$ cat src/rtl/updown_counter_7seg.sv
// Push-button driven up/down modulo counter with a decimal seven-segment readout.
// A synchronised press yields exactly one count event. Wrap or saturate is chosen per instance.
module updown_counter_7seg #(
  parameter int MOD    = 5,
  parameter int DIGITS = 1,
  parameter int WRAP   = 1,
  localparam int CW    = $clog2(MOD)
) (
  input  logic                clk,
  input  logic                reset,
  input  logic                step,
  input  logic                up,
  input  logic                hold,
  input  logic                load,
  input  logic [CW-1:0]       load_val,
  output logic [CW-1:0]       count,
  output logic                wrap_pulse,
  output logic [7*DIGITS-1:0] HEX
);

  localparam logic [CW-1:0] MAX = CW'(MOD - 1);
  localparam logic [CW-1:0] ONE = CW'(1);

  typedef enum logic {
    ST_ARMED,
    ST_PRESSED
  } state_t;

  logic                r_s1, r_s2;
  state_t              r_state, w_state_nxt;
  logic                w_ev;
  logic [CW-1:0]       r_count, w_count_nxt;
  logic                r_wrap, w_wrap_nxt;
  logic [7*DIGITS-1:0] r_hex, w_hex_nxt;
  logic [31:0]         w_rem;

  function automatic logic [6:0] seg7(input logic [3:0] d);
    case (d)
      4'd0:    seg7 = 7'b1000000;
      4'd1:    seg7 = 7'b1111001;
      4'd2:    seg7 = 7'b0100100;
      4'd3:    seg7 = 7'b0110000;
      4'd4:    seg7 = 7'b0011001;
      4'd5:    seg7 = 7'b0010010;
      4'd6:    seg7 = 7'b0000010;
      4'd7:    seg7 = 7'b1111000;
      4'd8:    seg7 = 7'b0000000;
      4'd9:    seg7 = 7'b0010000;
      default: seg7 = 7'b1111111;
    endcase
  endfunction

  // Sync flops and FSM reset to "pressed", so a key held through reset must be released first.
  always_ff @(posedge clk or negedge reset) begin
    if (!reset) begin
      r_s1    <= 1'b1;
      r_s2    <= 1'b1;
      r_state <= ST_PRESSED;
    end else begin
      // NOTE: non-blocking assignments keep every flop sampling pre-edge values; blocking here would collapse the synchroniser.
      r_s1    <= step;
      r_s2    <= r_s1;
      r_state <= w_state_nxt;
    end
  end

  always_comb begin
    // NOTE: defaults first so every path assigns every output and no latch is inferred.
    w_state_nxt = r_state;
    w_ev        = 1'b0;
    case (r_state)
      ST_ARMED: begin
        if (r_s2) begin
          w_ev        = 1'b1;
          w_state_nxt = ST_PRESSED;
        end
      end
      ST_PRESSED: begin
        if (!r_s2) w_state_nxt = ST_ARMED;
      end
      default: w_state_nxt = ST_PRESSED;
    endcase
  end

  // Load beats hold, hold beats a step event; a discarded event is never replayed.
  always_comb begin
    w_count_nxt = r_count;
    w_wrap_nxt  = 1'b0;
    if (load) begin
      w_count_nxt = (load_val > MAX) ? MAX : load_val;
    end else if (!hold && w_ev) begin
      if (up) begin
        if (r_count == MAX) begin
          if (WRAP != 0) begin
            w_count_nxt = '0;
            w_wrap_nxt  = 1'b1;
          end
        end else begin
          w_count_nxt = r_count + ONE;
        end
      end else begin
        if (r_count == '0) begin
          if (WRAP != 0) begin
            w_count_nxt = MAX;
            w_wrap_nxt  = 1'b1;
          end
        end else begin
          w_count_nxt = r_count - ONE;
        end
      end
    end
  end

  always_comb begin
    w_hex_nxt = '0;
    w_rem     = 32'(r_count);
    for (int i = 0; i < DIGITS; i++) begin
      w_hex_nxt[7*i +: 7] = seg7(4'(w_rem % 32'd10));
      w_rem               = w_rem / 32'd10;
    end
  end

  always_ff @(posedge clk or negedge reset) begin
    if (!reset) begin
      r_count <= '0;
      r_wrap  <= 1'b0;
      r_hex   <= {DIGITS{7'b1000000}};
    end else begin
      r_count <= w_count_nxt;
      r_wrap  <= w_wrap_nxt;
      r_hex   <= w_hex_nxt;
    end
  end

  assign count      = r_count;
  assign wrap_pulse = r_wrap;
  assign HEX        = r_hex;

endmodule

$ cat config.mk
export PLATFORM = sky130hd
export DESIGN_NAME = updown_counter_7seg
export DESIGN_NICKNAME = d
export VERILOG_FILES = /design/src/rtl/updown_counter_7seg.sv
export SDC_FILE = /design/constraint.sdc
export NUM_CORES = 1
export LEC_CHECK = 0
export ABC_CLOCK_PERIOD_IN_PS = 4250
export BUFFER_PORTS_ARGS = -buffer_cell sky130_fd_sc_hd__buf_2
export CAP_MARGIN = 10
export CELL_PAD_IN_SITES_DETAIL_PLACEMENT = 0
export CELL_PAD_IN_SITES_GLOBAL_PLACEMENT = 1
export CORE_MARGIN = 4
export CORE_UTILIZATION = 40
export CTS_CLUSTER_DIAMETER = 30
export CTS_CLUSTER_SIZE = 14
export DETAILED_ROUTE_END_ITERATION = 10
export PLACE_DENSITY = 0.88
export SYNTH_ARGS = -nofsm -noshare
export SYNTH_HDL_FRONTEND = slang
export SYNTH_SLANG_ARGS = --single-unit
export TNS_END_PERCENT = 100
$ cat constraint.sdc
create_clock -name clk -period 4.25 [get_ports clk]
set_input_delay 0.2125 -clock clk [delete_from_list [all_inputs] [get_ports clk]]
set_output_delay 0.2125 -clock clk [all_outputs]
set_load 0.01 [all_outputs]
==> impl_metrics.yaml <==
clock_tree:
  clock_sinks: 14
  cts_resized: 0
  clockBufferDepth: 2
  cts_root_buf: "clkbuf_4"
  clk_pin_slew_ns: 0.08
  holdBufCountCts: 1
  cts_tree: "yes"
  cts.htree.levels: 1
  post_cts_buffers: 0
  cts_made_buffers: 3
  insertion_delay_ns: 0.28
floorplan:
  die_y_um: 48.3
  row_count: 14
  num_io_pins: 20
  initial_core_util_pct: 42.6
  die_area_um2: 2330
  die_width_um: 48.3
  coreArea_um2: 1520
final_layout:
  final_common_cell: "buf_2"
  layout_common_cells: "buf_2, dfrtp_1, ha_1"
  fin_nets: 92
  area_growth_pct: 21.4
  filler_cell_count: 134
  instances_no_fill: 92
  final_util_pct: 51.7
  drive_above_1_share_pct: 35.5
  diodes: 0
critical_path:
  path_common_cell: "ha_1"
  crit_path_max_incr_delay_ns: 0.44
  r2r_cells: 6
  r2r-start: "count[0]"
  path_buf_inv: 1
  cp-startpoint: "count[0]"
  rr_endpoint: "count[1]"
  crit_chain: "inv_1 > ha_1 > ha_1 > and2b_1 > a221o_1 > o2bb2ai_1"
  cp.arrival_ns: 2.01
  required_ns: 4.42
  crit_family: "adder cells"
  cp.depth: 6
  path_class: "flop to flop"
  rrSetupSlack_ns: 2.42
  cp-endpoint: "count[1]"
  endpoint_kind: "flop"
  crit_fanout: 6
  cp_slowest_cell: "dfrtp_1"
  critPathLaunchType: "flop"
sta:
  setup_tns_ns: 0
  min_period_ns: 1.83
  post-route-period-util_pct: 43.1
  hold-worst-slack_ns: 0.0239
  relSlewSlack_pct: 72.3
  skew_ns: 0.00379
  setup_violations: 0
  worst_slew_pin_slew_ns: 0.416
  drv_slew: 0
  max_freq_ghz: 0.546
  grt_setup_unrepaired: "false"
  hold_viol_final: 0
detailed_routing:
  drc: 0
  dr.pass1.iters: 4
  drt_iter0_drc: 10
  vias: 457
  ant_nets: 0
  via_per_inst: 4.97
  wl_um: 1220
  wl_per_cell_um: 13.3
status:
  status: "completed"
grt:
  grt_pass1_wl_um: 2080
  grt_overflow: 0
  grt_usage_pct: 13.6
  grt_max_degree: 15
  grt_pass1_vias: 470
  antenna_found_initial: 0
yosys:
  syn-cell-area_um2: 649
  yosys_warnings: 0
  syn_avg_cell_area_um2: 12.0
  synth_edf_count: 0
  netlist_instances: 54
  ys_seq_area_share_pct: 54.7
  async_flop_share_pct: 100
  ys_types: 26
  yosys_most_used_dff: "dfrtp_1"
  synth-seq-cells: 14
  synth_nets: 69
run:
  maxCapViolations: 0
hold_path:
  hp-class: "primary input to flop"
  worstHoldStart: "step"
power_and_ir_drop:
  p_leak_nw: 0.404
  power_uw: 297
  powerDensity_nw_per_um2: 377
  ir_drop_uv: 221
placed_design:
  place_congestion: 0.870
  hpwl_um: 905
  portBuffers: 19
  placed_cells: 87
flip-flops by register name, indices dropped and copies added, names as in the netlist:
| register | cells |
|---|---|
| count | 3 |
| r_state | 1 |
| r_s2 | 1 |
| wrap_pulse | 1 |
| HEX | 7 |
| r_s1 | 1 |
metrics by stage:
step	instance area, um^2	setup slack (ns)
floorplan	649	2.56
global placement	752	2.49
detailed placement	752	2.45
CTS	788	2.42
global route	788	2.32
finish	788	2.42
kinds of logic (layout without fill, tap and decap cells):
| group | count (synthesis) | count (layout) | share of synthesized area [%] |
|---|---|---|---|
| flops | 14 | 14 | 54.7 |
| xor+xnor | 1 | 1 | 1.35 |
| mux | 4 | 4 | 6.74 |
| compound gates | 10 | 10 | 10.6 |
| fa+ha+maj | 6 | 6 | 11.6 |
| simple gates | 13 | 13 | 10.8 |
| buf+inv | 6 | 28 | 4.24 |
worst register-to-register path, cell delays in order, from the launching register on:
cell	delay (ns)
dfrtp_1	0.44
inv_1	0.15
ha_1	0.28
ha_1	0.20
and2b_1	0.20
a221o_1	0.34
o2bb2ai_1	0.12
synth_stat cells (all sizes together), types with 2 or more instances:
master | n | area share, %
a21oi | 4 | 3.1
buf | 2 | 1.9
dfrtp | 10 | 39
dfstp | 4 | 16
ha | 6 | 12
inv | 4 | 2.3
mux2 | 3 | 5.2
nand2 | 2 | 1.2
nor2 | 4 | 2.3
worst min path at each step:
stage	end	depth (start not counted)
after CTS	r_s1	1
after detailed placement	HEX[4]	1
after global placement	HEX[2]	1
after floorplan	HEX[0]	0
final	r_s1	1
after global routing	r_s1	1
layout make-up:
class / instances / area [um^2] / share of cell area (%)
flip-flops and latches: 14 / 355 / 45.1
multi-input cells: 34 / 267 / 33.8
repair buffers: 20 / 105 / 13.3
clock buffers: 4 / 26.3 / 3.33
well taps: 16 / 20.0 / 2.54
inverters: 4 / 15.0 / 1.90
power breakdown:
group          switching, mW  internal [mW]  total (mW)
combinational         0.0336         0.0282      0.0619
clock                 0.0405         0.0364      0.0769
sequential           0.00875          0.149       0.158
total                 0.0829          0.214       0.297
routing by layer:
| metal | wire length [um] | vias up | GRT usage [%] |
|---|---|---|---|
| met1 | 550 | 212 | 14.3 |
| met5 | 0 | - | 0 |
| met2 | 554 | 16 | 21.6 |
| met3 | 86 | 5 | 5.54 |
| met4 | 33 | 0 | 9.68 |
| li1 | - | 224 | - |
No activity file was read; power rests on OpenSTA's default activity.
